==> config.mk <==
export PLATFORM = sky130hd
export DESIGN_NAME = id_stage_pipe
export DESIGN_NICKNAME = d
export VERILOG_FILES = /design/src/rtl/id_pkg.sv /design/src/rtl/id_decode_comb.sv /design/src/rtl/id_stage_pipe.sv
export SDC_FILE = /design/constraint.sdc
export NUM_CORES = 1
export LEC_CHECK = 0
export BUFFER_PORTS_ARGS = -buffer_cell sky130_fd_sc_hd__clkbuf_2
export CORE_UTILIZATION = 29
export DETAILED_ROUTE_END_ITERATION = 8
export PLACE_DENSITY = 0.58
export REMOVE_ABC_BUFFERS = 1
export SETUP_SLACK_MARGIN = 0.5
export SYNTH_ARGS = -nofsm -noshare
export SYNTH_HDL_FRONTEND = slang
export SYNTH_SLANG_ARGS = --single-unit
==> constraint.sdc <==
create_clock -name clk -period 5.87 [get_ports clk]
set_input_delay 1.174 -clock clk [delete_from_list [all_inputs] [get_ports clk]]
set_output_delay 1.174 -clock clk [all_outputs]
set_load 0.02 [all_outputs]
==> src/rtl/id_pkg.sv <==
// Shared constants for the ID stage.
// ALU op codes, RV32 field values and FSM encodings.
package id_pkg;

  localparam logic [4:0] ALU_NONE = 5'b00000;
  localparam logic [4:0] ALU_JAL  = 5'b10000;
  localparam logic [4:0] ALU_BEQ  = 5'b10001;
  localparam logic [4:0] ALU_BLT  = 5'b10010;
  localparam logic [4:0] ALU_LW   = 5'b10100;
  localparam logic [4:0] ALU_SW   = 5'b10101;
  localparam logic [4:0] ALU_ADDI = 5'b01100;
  localparam logic [4:0] ALU_ADD  = 5'b01101;
  localparam logic [4:0] ALU_SUB  = 5'b01110;
  localparam logic [4:0] ALU_SLL  = 5'b01000;
  localparam logic [4:0] ALU_XOR  = 5'b00110;
  localparam logic [4:0] ALU_SRL  = 5'b01001;
  localparam logic [4:0] ALU_OR   = 5'b00101;
  localparam logic [4:0] ALU_AND  = 5'b00100;

  localparam logic [6:0] OPC_JAL    = 7'b1101111;
  localparam logic [6:0] OPC_BRANCH = 7'b1100011;
  localparam logic [6:0] OPC_LOAD   = 7'b0000011;
  localparam logic [6:0] OPC_STORE  = 7'b0100011;
  localparam logic [6:0] OPC_OPIMM  = 7'b0010011;
  localparam logic [6:0] OPC_OP     = 7'b0110011;

  localparam logic [2:0] F3_ADD = 3'b000;
  localparam logic [2:0] F3_SLL = 3'b001;
  localparam logic [2:0] F3_LW  = 3'b010;
  localparam logic [2:0] F3_XOR = 3'b100;
  localparam logic [2:0] F3_SRL = 3'b101;
  localparam logic [2:0] F3_OR  = 3'b110;
  localparam logic [2:0] F3_AND = 3'b111;
  localparam logic [2:0] F3_BEQ = 3'b000;
  localparam logic [2:0] F3_BLT = 3'b100;

  localparam logic [6:0] F7_BASE = 7'b0000000;
  localparam logic [6:0] F7_ALT  = 7'b0100000;

  localparam logic [0:0] ST_RUN   = 1'b0;
  localparam logic [0:0] ST_STALL = 1'b1;

  typedef struct packed {
    logic [4:0] aluop;
    logic       wreg;
    logic       memrd;
    logic       memwr;
    logic       branch;
    logic       illegal;
    logic       use_rs1;
    logic       use_rs2;
  } id_ctrl_t;

  // Shared by R-type and I-type ALU forms; alt selects sub.
  function automatic logic [4:0] alu_of(
    input logic [2:0] f3,
    input logic       alt
  );
    case (f3)
      F3_ADD:  alu_of = alt ? ALU_SUB : ALU_ADD;
      F3_SLL:  alu_of = ALU_SLL;
      F3_XOR:  alu_of = ALU_XOR;
      F3_SRL:  alu_of = ALU_SRL;
      F3_OR:   alu_of = ALU_OR;
      F3_AND:  alu_of = ALU_AND;
      default: alu_of = ALU_NONE;
    endcase
  endfunction

endpackage

==> src/rtl/id_decode_comb.sv <==
// Pure combinational RV32-subset decoder.
// Produces control flags, operands and branch/link targets.
module id_decode_comb
  import id_pkg::*;
#(
  parameter int XLEN        = 32,
  parameter int EXT_IMM_OPS = 0
) (
  input  logic [31:0]     inst_i,
  input  logic [XLEN-1:0] pc_i,
  input  logic [XLEN-1:0] rdata1_i,
  input  logic [XLEN-1:0] rdata2_i,
  output id_ctrl_t        ctrl_o,
  output logic [XLEN-1:0] op1_o,
  output logic [XLEN-1:0] op2_o,
  output logic [XLEN-1:0] store_o,
  output logic [XLEN-1:0] baddr_o,
  output logic [XLEN-1:0] link_o
);

  localparam logic EXT = (EXT_IMM_OPS != 0);

  logic [6:0]      opc;
  logic [2:0]      f3;
  logic [6:0]      f7;
  logic [4:0]      r_alu;
  logic [4:0]      i_alu;
  logic [XLEN-1:0] imm_i;
  logic [XLEN-1:0] imm_s;
  logic [XLEN-1:0] imm_b;
  logic [XLEN-1:0] imm_j;

  logic d_jal, d_beq, d_blt, d_lw, d_sw;
  logic d_addi, d_iext, d_r;

  assign opc = inst_i[6:0];
  assign f3  = inst_i[14:12];
  assign f7  = inst_i[31:25];

  assign imm_i = {{(XLEN-12){inst_i[31]}}, inst_i[31:20]};
  assign imm_s = {{(XLEN-12){inst_i[31]}},
                  inst_i[31:25], inst_i[11:7]};
  assign imm_b = {{(XLEN-12){inst_i[31]}}, inst_i[7],
                  inst_i[30:25], inst_i[11:8], 1'b0};
  assign imm_j = {{(XLEN-20){inst_i[31]}}, inst_i[19:12],
                  inst_i[20], inst_i[30:21], 1'b0};

  assign r_alu = alu_of(f3, f7[5]);
  assign i_alu = alu_of(f3, 1'b0);

  assign d_jal  = (opc == OPC_JAL);
  assign d_beq  = (opc == OPC_BRANCH) & (f3 == F3_BEQ);
  assign d_blt  = (opc == OPC_BRANCH) & (f3 == F3_BLT);
  assign d_lw   = (opc == OPC_LOAD) & (f3 == F3_LW);
  assign d_sw   = (opc == OPC_STORE) & (f3 == F3_LW);
  assign d_addi = (opc == OPC_OPIMM) & (f3 == F3_ADD);
  assign d_iext = EXT & (opc == OPC_OPIMM) &
                  (f3 != F3_ADD) & (i_alu != ALU_NONE);
  // sub is the only alternate-funct7 form accepted
  assign d_r    = (opc == OPC_OP) & (r_alu != ALU_NONE) &
                  ((f7 == F7_BASE) |
                   ((f7 == F7_ALT) & (f3 == F3_ADD)));

  always_comb begin
    ctrl_o  = '0;
    op1_o   = rdata1_i;
    op2_o   = '0;
    store_o = '0;
    baddr_o = '0;
    link_o  = '0;
    unique case (1'b1)
      d_jal: begin
        ctrl_o.aluop  = ALU_JAL;
        ctrl_o.wreg   = 1'b1;
        ctrl_o.branch = 1'b1;
        op1_o         = '0;
        baddr_o       = pc_i + imm_j;
        link_o        = pc_i + XLEN'(4);
      end
      d_beq, d_blt: begin
        ctrl_o.aluop   = d_beq ? ALU_BEQ : ALU_BLT;
        ctrl_o.branch  = 1'b1;
        ctrl_o.use_rs1 = 1'b1;
        ctrl_o.use_rs2 = 1'b1;
        op2_o          = rdata2_i;
        baddr_o        = pc_i + imm_b;
      end
      d_lw: begin
        ctrl_o.aluop   = ALU_LW;
        ctrl_o.wreg    = 1'b1;
        ctrl_o.memrd   = 1'b1;
        ctrl_o.use_rs1 = 1'b1;
        op2_o          = imm_i;
      end
      d_sw: begin
        ctrl_o.aluop   = ALU_SW;
        ctrl_o.memwr   = 1'b1;
        ctrl_o.use_rs1 = 1'b1;
        ctrl_o.use_rs2 = 1'b1;
        op2_o          = imm_s;
        store_o        = rdata2_i;
      end
      d_addi, d_iext: begin
        ctrl_o.aluop   = d_addi ? ALU_ADDI : i_alu;
        ctrl_o.wreg    = 1'b1;
        ctrl_o.use_rs1 = 1'b1;
        op2_o          = imm_i;
      end
      d_r: begin
        ctrl_o.aluop   = r_alu;
        ctrl_o.wreg    = 1'b1;
        ctrl_o.use_rs1 = 1'b1;
        ctrl_o.use_rs2 = 1'b1;
        op2_o          = rdata2_i;
      end
      default: ctrl_o.illegal = 1'b1;
    endcase
  end

endmodule

==> src/rtl/id_stage_pipe.sv <==
// ID stage wrapper: decode, load-use stall FSM, flush
// handling and the registered ID/EX bundle.
module id_stage_pipe
  import id_pkg::*;
#(
  parameter int XLEN           = 32,
  parameter int RA_W           = 5,
  parameter int LOAD_USE_STALL = 1,
  parameter int EXT_IMM_OPS    = 0
) (
  input  logic            clk,
  input  logic            rst,
  input  logic            flush_i,
  input  logic            id_valid_i,
  output logic            id_ready_o,
  input  logic [XLEN-1:0] pc_i,
  input  logic [31:0]     inst_i,
  output logic [RA_W-1:0] raddr1_o,
  output logic [RA_W-1:0] raddr2_o,
  input  logic [XLEN-1:0] rdata1_i,
  input  logic [XLEN-1:0] rdata2_i,
  output logic            ex_valid_o,
  input  logic            ex_ready_i,
  output logic [4:0]      ex_aluop_o,
  output logic [XLEN-1:0] ex_op1_o,
  output logic [XLEN-1:0] ex_op2_o,
  output logic [XLEN-1:0] ex_store_o,
  output logic [RA_W-1:0] ex_rd_o,
  output logic            ex_wreg_o,
  output logic            ex_memrd_o,
  output logic            ex_memwr_o,
  output logic            ex_branch_o,
  output logic [XLEN-1:0] ex_baddr_o,
  output logic [XLEN-1:0] ex_link_o,
  output logic            ex_illegal_o
);

  localparam logic [1:0] STALL_INIT = 2'(LOAD_USE_STALL - 1);

  id_ctrl_t        dc;
  logic [XLEN-1:0] d_op1, d_op2, d_store;
  logic [XLEN-1:0] d_baddr, d_link;
  logic [RA_W-1:0] rd;

  logic [0:0] state_q, state_d;
  logic [1:0] cnt_q, cnt_d;
  logic       valid_q, valid_d;

  logic [4:0]      aluop_q;
  logic [XLEN-1:0] op1_q, op2_q, store_q;
  logic [RA_W-1:0] rd_q;
  logic            wreg_q, memrd_q, memwr_q;
  logic            branch_q, illegal_q;
  logic [XLEN-1:0] baddr_q, link_q;

  logic hazard, handoff, accept;

  id_decode_comb #(
    .XLEN        (XLEN),
    .EXT_IMM_OPS (EXT_IMM_OPS)
  ) u_dec (
    .inst_i   (inst_i),
    .pc_i     (pc_i),
    .rdata1_i (rdata1_i),
    .rdata2_i (rdata2_i),
    .ctrl_o   (dc),
    .op1_o    (d_op1),
    .op2_o    (d_op2),
    .store_o  (d_store),
    .baddr_o  (d_baddr),
    .link_o   (d_link)
  );

  assign raddr1_o = inst_i[15 +: RA_W];
  assign raddr2_o = inst_i[20 +: RA_W];
  assign rd       = inst_i[7 +: RA_W];

  assign hazard = valid_q & memrd_q & (rd_q != '0) &
                  id_valid_i &
                  ((dc.use_rs1 & (raddr1_o == rd_q)) |
                   (dc.use_rs2 & (raddr2_o == rd_q)));

  assign handoff    = ~valid_q | ex_ready_i;
  assign id_ready_o = ~rst & ~flush_i & (state_q == ST_RUN) &
                      ~hazard & handoff;
  assign accept     = id_valid_i & id_ready_o;

  always_comb begin
    state_d = state_q;
    cnt_d   = cnt_q;
    valid_d = valid_q;
    if (flush_i) begin
      valid_d = 1'b0;
      state_d = ST_RUN;
      cnt_d   = '0;
    end else if (state_q == ST_STALL) begin
      valid_d = 1'b0;
      cnt_d   = cnt_q - 2'd1;
      if (cnt_q == 2'd1) state_d = ST_RUN;
    end else if (accept) begin
      valid_d = 1'b1;
    end else if (hazard & ex_ready_i) begin
      // load handed off; the first bubble goes out now
      valid_d = 1'b0;
      cnt_d   = STALL_INIT;
      if (STALL_INIT != 2'd0) state_d = ST_STALL;
    end else if (ex_ready_i) begin
      valid_d = 1'b0;
    end
  end

  always_ff @(posedge clk) begin
    if (rst) begin
      state_q <= ST_RUN;
      cnt_q   <= '0;
      valid_q <= 1'b0;
    end else begin
      state_q <= state_d;
      cnt_q   <= cnt_d;
      valid_q <= valid_d;
    end
  end

  always_ff @(posedge clk) begin
    if (rst) begin
      aluop_q   <= '0;
      op1_q     <= '0;
      op2_q     <= '0;
      store_q   <= '0;
      rd_q      <= '0;
      wreg_q    <= 1'b0;
      memrd_q   <= 1'b0;
      memwr_q   <= 1'b0;
      branch_q  <= 1'b0;
      illegal_q <= 1'b0;
      baddr_q   <= '0;
      link_q    <= '0;
    end else if (accept) begin
      aluop_q   <= dc.aluop;
      op1_q     <= d_op1;
      op2_q     <= d_op2;
      store_q   <= d_store;
      rd_q      <= rd;
      wreg_q    <= dc.wreg & (rd != '0);
      memrd_q   <= dc.memrd;
      memwr_q   <= dc.memwr;
      branch_q  <= dc.branch;
      illegal_q <= dc.illegal;
      baddr_q   <= d_baddr;
      link_q    <= d_link;
    end
  end

  assign ex_valid_o   = valid_q;
  assign ex_aluop_o   = aluop_q;
  assign ex_op1_o     = op1_q;
  assign ex_op2_o     = op2_q;
  assign ex_store_o   = store_q;
  assign ex_rd_o      = rd_q;
  assign ex_wreg_o    = wreg_q;
  assign ex_memrd_o   = memrd_q;
  assign ex_memwr_o   = memwr_q;
  assign ex_branch_o  = branch_q;
  assign ex_baddr_o   = baddr_q;
  assign ex_link_o    = link_q;
  assign ex_illegal_o = illegal_q;

endmodule

== Word level (Yosys, flattened, before mapping) ==
Index checks and enable logic that the tools add are counted.

* Word-level logic and storage cells: 107
* Input bits: 133
* Register bits after elaboration: 179

* Equal/unequal tests: 17
* Reductions and logical operators: 19
* Bitwise logic cells: 29
* $add $sub $neg: 4
* Multiplexer cells: 23

{| class="wikitable"
|+ Operator list
! kind !! count
|-
| 32-bit two-way mux || 3
|-
| 32-bit one-hot mux with 3 select lines || 1
|-
| 32-bit adder || 2
|-
| 32-bit one-hot mux with 2 select lines || 1
|-
| 5-bit one-hot mux with 6 select lines || 2
|-
| 32-bit by 3-bit adder with 32-bit output, second input constant || 1
|-
| 1-bit AND || 21
|-
| 7-bit by 6-bit == test with 1-bit output, second input constant || 3
|-
| 5-bit nonzero test || 3
|-
| 7-bit == test, second input constant || 2
|-
| 3-bit == test, second input constant || 4
|-
| 3-bit OR reduction || 4
|-
| 1-bit two-way mux || 11
|-
| 5-bit == test || 2
|-
| 2-bit two-way mux || 5
|-
| 4-bit OR reduction || 2
|-
| 7-bit by 2-bit == test with 1-bit output, second input constant || 1
|-
| 7-bit by 5-bit == test with 1-bit output, second input constant || 1
|-
| 7-bit zero test || 1
|-
| 7-bit OR reduction || 1
|-
| 2-bit OR reduction || 3
|-
| 6-bit OR reduction || 1
|-
| 1-bit NOT || 5
|-
| 3-bit by 1-bit == test with 1-bit output, second input constant || 1
|-
| other kinds (9) || 11
|}

== Longest topological paths before layout ==
* Depth in word-level cells: 16
* Gate-level depth with buffers: 18

== By module ==
Synthesis repeated with hierarchy kept, for this count alone.

* Cells, all modules: 1400
* Area total of the unflattened synthesis: 11838.9 um2

{| class="wikitable"
|+ Modules (own cells, without submodules)
! module !! area an instance (um2) !! cells an instance !! sequential area each (um2) !! times used
|-
| id_stage_pipe || 8229.1 || 810 || 3583.4 || 1
|-
| id_decode_comb || 3609.7 || 590 || 0.0 || 1
|}

== Worst setup path after synthesis ==
OpenSTA, ideal clock, no wires.

* Path kind: input-to-reg
* From: input inst_i[13]
* To: register baddr_q[31] (netlist: ex_baddr_o[31])
* Setup slack: 1.103 ns
* Data arrival time: 4.650 ns
* Library setup time: 0.117 ns
* Path buffers: 3
* Stages on the path: 16
* Path through: clkbuf_1 nor3_1 nand2b_1 buf_1 clkbuf_1 mux2_2 ha_1 and3_1 a221o_1 a21o_1 a31oi_4 o31ai_1 a221o_1 a311oi_2 xnor2_1 a22o_1

* Cells in the longest elaborated chain, start to end: 14
* Elaborated cells between the ends (all ways): 33
* Classes of those cells: add/sub: 1; eq/ne: 6; mux: 4; bitwise: 17; reduce/logical: 5

{| class="wikitable"
|+ RTL lines
! element !! line !! source
|-
| start, declared || id_stage_pipe.sv:17 || <nowiki>input logic [31:0] inst_i,</nowiki>
|-
| 3-bit == test, or another cell as far along || id_pkg.sv:59 || <nowiki>case (f3)</nowiki>
|-
| 5-bit one-hot mux with 6 select lines || id_pkg.sv:59 ||
|-
| 5-bit nonzero test || id_decode_comb.sv:60 || <nowiki>assign d_r = (opc == OPC_OP) & (r_alu != ALU_NONE) &</nowiki>
|-
| 1-bit AND (2 in series) || id_decode_comb.sv:60 ||
|-
| 6-bit OR reduction (no source line) / 4-bit OR reduction (equally long branches) || -- ||
|-
| 1-bit two-way mux || id_decode_comb.sv:71 || <nowiki>unique case (1'b1)</nowiki>
|-
| 1-bit AND, on equally long branches || id_stage_pipe.sv:80, id_stage_pipe.sv:81 ||
|-
| 1-bit OR || id_stage_pipe.sv:80 || <nowiki>((dc.use_rs1 & (raddr1_o == rd_q)) |</nowiki>
|-
| 1-bit AND || id_stage_pipe.sv:79 || <nowiki>id_valid_i &</nowiki>
|-
| 1-bit NOT || id_stage_pipe.sv:85 || <nowiki>~hazard & handoff;</nowiki>
|-
| 1-bit AND || id_stage_pipe.sv:84 || <nowiki>assign id_ready_o = ~rst & ~flush_i & (state_q == ST_RUN) &</nowiki>
|-
| 1-bit AND || id_stage_pipe.sv:85 ||
|-
| 1-bit AND || id_stage_pipe.sv:86 || <nowiki>assign accept = id_valid_i & id_ready_o;</nowiki>
|-
| end signal, assigned || id_stage_pipe.sv:149 || <nowiki>baddr_q <= d_baddr;</nowiki>
|-
| end, declared || id_stage_pipe.sv:54 || <nowiki>logic [XLEN-1:0] baddr_q, link_q;</nowiki>
|}

Parallel ways exist; a longest one is shown, timed or not.
A chain may end at the register's enable or synchronous reset.

== Worst setup path in the final report ==
* From: input inst_i[4]
* To: register baddr_q[29] (netlist: ex_baddr_o[29])

* Cells in the longest elaborated chain, start to end: 12
* Elaborated cells between the ends (all ways): 27
* Classes of those cells: eq/ne: 6; mux: 3; bitwise: 15; reduce/logical: 3

{| class="wikitable"
|+ RTL lines
! element !! line
|-
| 7-bit by 6-bit == test with 1-bit output || id_decode_comb.sv:60
|-
| 1-bit AND (2 in series) || id_decode_comb.sv:60
|-
| 6-bit OR reduction (no source line) / 4-bit OR reduction (equally long branches) || --
|-
| 1-bit two-way mux || id_decode_comb.sv:71
|-
| 1-bit AND, on equally long branches || id_stage_pipe.sv:80, id_stage_pipe.sv:81
|-
| 1-bit OR || id_stage_pipe.sv:80
|-
| 1-bit AND || id_stage_pipe.sv:79
|-
| 1-bit NOT || id_stage_pipe.sv:85
|-
| 1-bit AND || id_stage_pipe.sv:84
|-
| 1-bit AND || id_stage_pipe.sv:85
|-
| 1-bit AND || id_stage_pipe.sv:86
|}

Parallel ways exist; a longest one is shown, timed or not.

==> impl_summary.log <==
INFO  metric status = complete, no violations
INFO  metric postCtsResizedCells = 0
INFO  metric synthesis.area = around 9300 um2
INFO  metric timing.final.setup_violations = 0
INFO  metric yosysTopAreaCellShare = 0.386
INFO  metric fin_hold_ws = 0.450 ns
INFO  metric ios = 320
INFO  metric slew_viol_final = 0
INFO  metric worst_setup_hold_path_clk_slew = 0.07 ns
INFO  metric synth_largest_area_cell = sky130_fd_sc_hd__dfxtp_1
INFO  metric design.die.area = around 33000 um2
INFO  metric ys_types = 66
INFO  metric cts_tree = yes
INFO  metric grt_setup_unrepaired = false
INFO  metric clock-root-buffer = sky130_fd_sc_hd__clkbuf_16
INFO  metric ys.flop_type = sky130_fd_sc_hd__dfxtp_1
INFO  metric timing.setup.tns = 0 ns
INFO  metric critical_path_buf_inv_count = 3
INFO  metric timing.final.ws_setup = 1.15 ns
INFO  metric antenna_found_initial = 5
INFO  metric drt-pass1-iter-count = 5
INFO  metric routed_via_density = 5.06
INFO  metric holdBufCountCts = 0
INFO  metric wire_length_of_the_first_global_routing_pass = approximately 50 mm
INFO  metric preCtsSetupSlack = approximately 0.76 ns
INFO  metric global_route.usage.total = 0.198
INFO  metric grt_max_degree = 83
INFO  metric final_hold_viol_count = 0
INFO  metric synth_seq_area_share = 0.386
INFO  metric critical-path-top-cell-by-count = sky130_fd_sc_hd__o31ai_1
INFO  metric slowest_stage = sky130_fd_sc_hd__o31ai_1
INFO  metric drtIter0Drc = between 500 and 600
INFO  metric critical_path.max_stage_delay = between 0.5 and 0.6 ns
INFO  metric worstPathArrival = approximately 5.1 ns
INFO  metric maxSlewHeadroom = 0.207
INFO  metric route.detailed.drc = 0
INFO  metric port_buffers = 319
INFO  metric clkLatencyLatePin = 0.45 ns
INFO  metric critPathCaptureType = flop
INFO  metric grt_pass1_vias = 8764
INFO  metric vert_die_dim = 181 um
INFO  metric total_wire_length_after_detailed_routing = 32.7 mm
INFO  metric hpwl = 24.2 mm
INFO  metric clock_tree_buf_depth = 2
INFO  metric area.growth.synth_to_final = 24.5%
INFO  metric finalCriticalPeriod = 4.72 ns
INFO  metric synth.most_common_cell = sky130_fd_sc_hd__dfxtp_1
INFO  metric synth-seq-cells = 179
INFO  metric multi_input_comb_area = 5140 um2
INFO  metric worst-endpoint-required = 6.23 ns
INFO  metric placed_cells_incl_taps = 1795
INFO  metric netlist_instances = 1152
INFO  metric numClockSinks = approximately 180
INFO  metric synthesis.area_per_instance = 8.07 um2
INFO  metric crit_chain = clkbuf_2 -> nand3b_1 -> nor3_1 -> nand2b_1 -> buf_4 -> mux2_2 -> ha_1 -> inv_1 -> fa_1 -> nor2b_1 -> o31ai_1 -> a21oi_1 -> a31oi_4 -> o31ai_1 -> a221o_1 -> a31oi_1 -> xor2_1 -> o31ai_1
INFO  metric pleak = 0.00478 uW
INFO  metric floorplan.initialDensity = 0.294
INFO  metric final-seq-area = 3580 um2
INFO  metric crit_type = input pin to flop
INFO  metric post-route-period-util = 0.804
INFO  metric cts_made_buffers = 17
INFO  metric coreArea = 31600 um2
INFO  metric path_max_fanout = 15
INFO  metric htree_levels = 4
INFO  metric yosys-top-cells-area = sky130_fd_sc_hd__dfxtp_1, sky130_fd_sc_hd__a21oi_1, sky130_fd_sc_hd__nand2_1
INFO  metric pwr_density_cell = 250 nW/um2
INFO  metric yosysWarningCount = 0
INFO  metric top_delay_family_on_crit_path = compound AO/OA/AOI/OAI gates
INFO  metric final_net_count = 1578
INFO  metric final_layout_size_suffix_gt1_frac = 0.276
INFO  metric overflow = 0
INFO  metric dieWidth = 181 um
INFO  metric layout.filler_cells = 3377
INFO  metric number_of_setup_buffers_added_after_cts = 0
INFO  metric maxCapViolations = 0
INFO  metric synth_common_cells = sky130_fd_sc_hd__dfxtp_1, sky130_fd_sc_hd__nand2_1, sky130_fd_sc_hd__a21oi_1
INFO  metric synthArstFlopShare = 0
INFO  metric worstHoldPathType = flop to flop
INFO  metric irDropWorstVdd = 201 uV
INFO  metric synth-edff-count = 0
INFO  metric critical_path.startpoint_type = input pin
INFO  metric utilization = 0.366
INFO  metric timing_worst_slew_pin_value = 1.19 ns
INFO  metric fin_cells = 1829
INFO  metric finClkSkew = 0.00994 ns
INFO  metric wl_per_cell = roughly 18 um
INFO  metric achievable_frequency = 0.212 GHz
INFO  metric place_congestion = 0.876
INFO  metric num_rows = 65
INFO  metric detailroute.via_count = around 9300
INFO  metric drt.antenna.violating_nets = 0
## logic make-up (layout without fill, tap and decap cells)
kind of cell | count (synthesis) | count (layout) | synth area share
AOI/OAI and AO/OA | 287 | 287 | 0.197
xor gates and xnor gates | 66 | 66 | 0.0622
adders and majority gates | 33 | 33 | 0.0452
buffers and inverters | 100 | 373 | 0.0654
DFF | 179 | 179 | 0.386
muxes | 6 | 6 | 0.00714
other | 0 | 2 | 0
and+or+nand+nor | 481 | 481 | 0.237
## path summary, 6_finish.rpt
kind	startpoint	end	slack, ns	cells past startpoint
hold / removal	ex_op1_o[19]	ex_op1_o[19]	0.45	2
setup reg to reg	ex_rd_o[2]	ex_aluop_o[3]	2.51	8
setup / recovery	inst_i[4]	ex_baddr_o[29]	1.15	18
hold reg to reg	ex_op1_o[19]	ex_op1_o[19]	0.45	2
## metrics by stage
stage	cell area (um2)	total power, uW
floorplan	8720	1520
global placement	11000	1720
detailed placement	11000	1720
CTS	11600	2930
global route	11600	3020
finish	11600	2890
## layout by cell type, fill, tap and decap left out, types with 7 or more instances in the layout
cell,Yosys,routed
sky130_fd_sc_hd__ha_1,32,32
sky130_fd_sc_hd__a211oi_1,25,25
sky130_fd_sc_hd__a21o_1,21,21
sky130_fd_sc_hd__nor3_1,30,29
sky130_fd_sc_hd__inv_1,9,9
sky130_fd_sc_hd__a21oi_1,153,152
sky130_fd_sc_hd__and3_1,9,9
sky130_fd_sc_hd__dfxtp_1,179,179
sky130_fd_sc_hd__clkbuf_2,0,318
sky130_fd_sc_hd__clkbuf_16,0,17
sky130_fd_sc_hd__nor2_1,90,89
sky130_fd_sc_hd__a22oi_1,9,9
sky130_fd_sc_hd__xor2_1,35,35
sky130_fd_sc_hd__o21a_1,8,8
sky130_fd_sc_hd__nand2b_1,7,7
sky130_fd_sc_hd__nand3_1,121,121
sky130_fd_sc_hd__o21ai_0,17,17
sky130_fd_sc_hd__xnor2_1,31,31
sky130_fd_sc_hd__nand2_1,177,177
sky130_fd_sc_hd__buf_4,26,13
## registers in the layout, summed over array words and instances (netlist names)
signal / count
ex_baddr_o: 32
ex_link_o: 32
ex_op1_o: 32
ex_op2_o: 32
ex_store_o: 32
ex_aluop_o: 5
ex_rd_o: 5
cnt_q: 2
ex_branch_o: 1
ex_illegal_o: 1
ex_memrd_o: 1
ex_memwr_o: 1
ex_valid_o: 1
ex_wreg_o: 1
state_q: 1
## layer usage
metal  GRT usage  routed length [um]  part of all wire
met2       0.322               15100              0.46
met3      0.0645                2470             0.075
met5           0                  28           0.00086
met4      0.0610                 667             0.020
met1       0.249               14400              0.44
## power breakdown
group | switching (uW) | internal (uW)
Sequential | 11.8 | 1230
Clock | 513 | 685
Combinational | 281 | 165
Total | 806 | 2080
## tightest hold or removal path: cells and delay by family, from the launching register on
kind	cells	cell delay, ns
flops	1	0.31
compound gates	1	0.05
simple gates	1	0.05
## layout make-up
cell class	count	area share
tap	402	0.0435
inverter	9	0.00292
clock inverter	11	0.0132
antenna	2	0.000433
multi-input combinational	873	0.444
timing repair buffer	332	0.147
sequential	179	0.310
clock buffer	21	0.0389
Power figures use the tool's default switching activity.
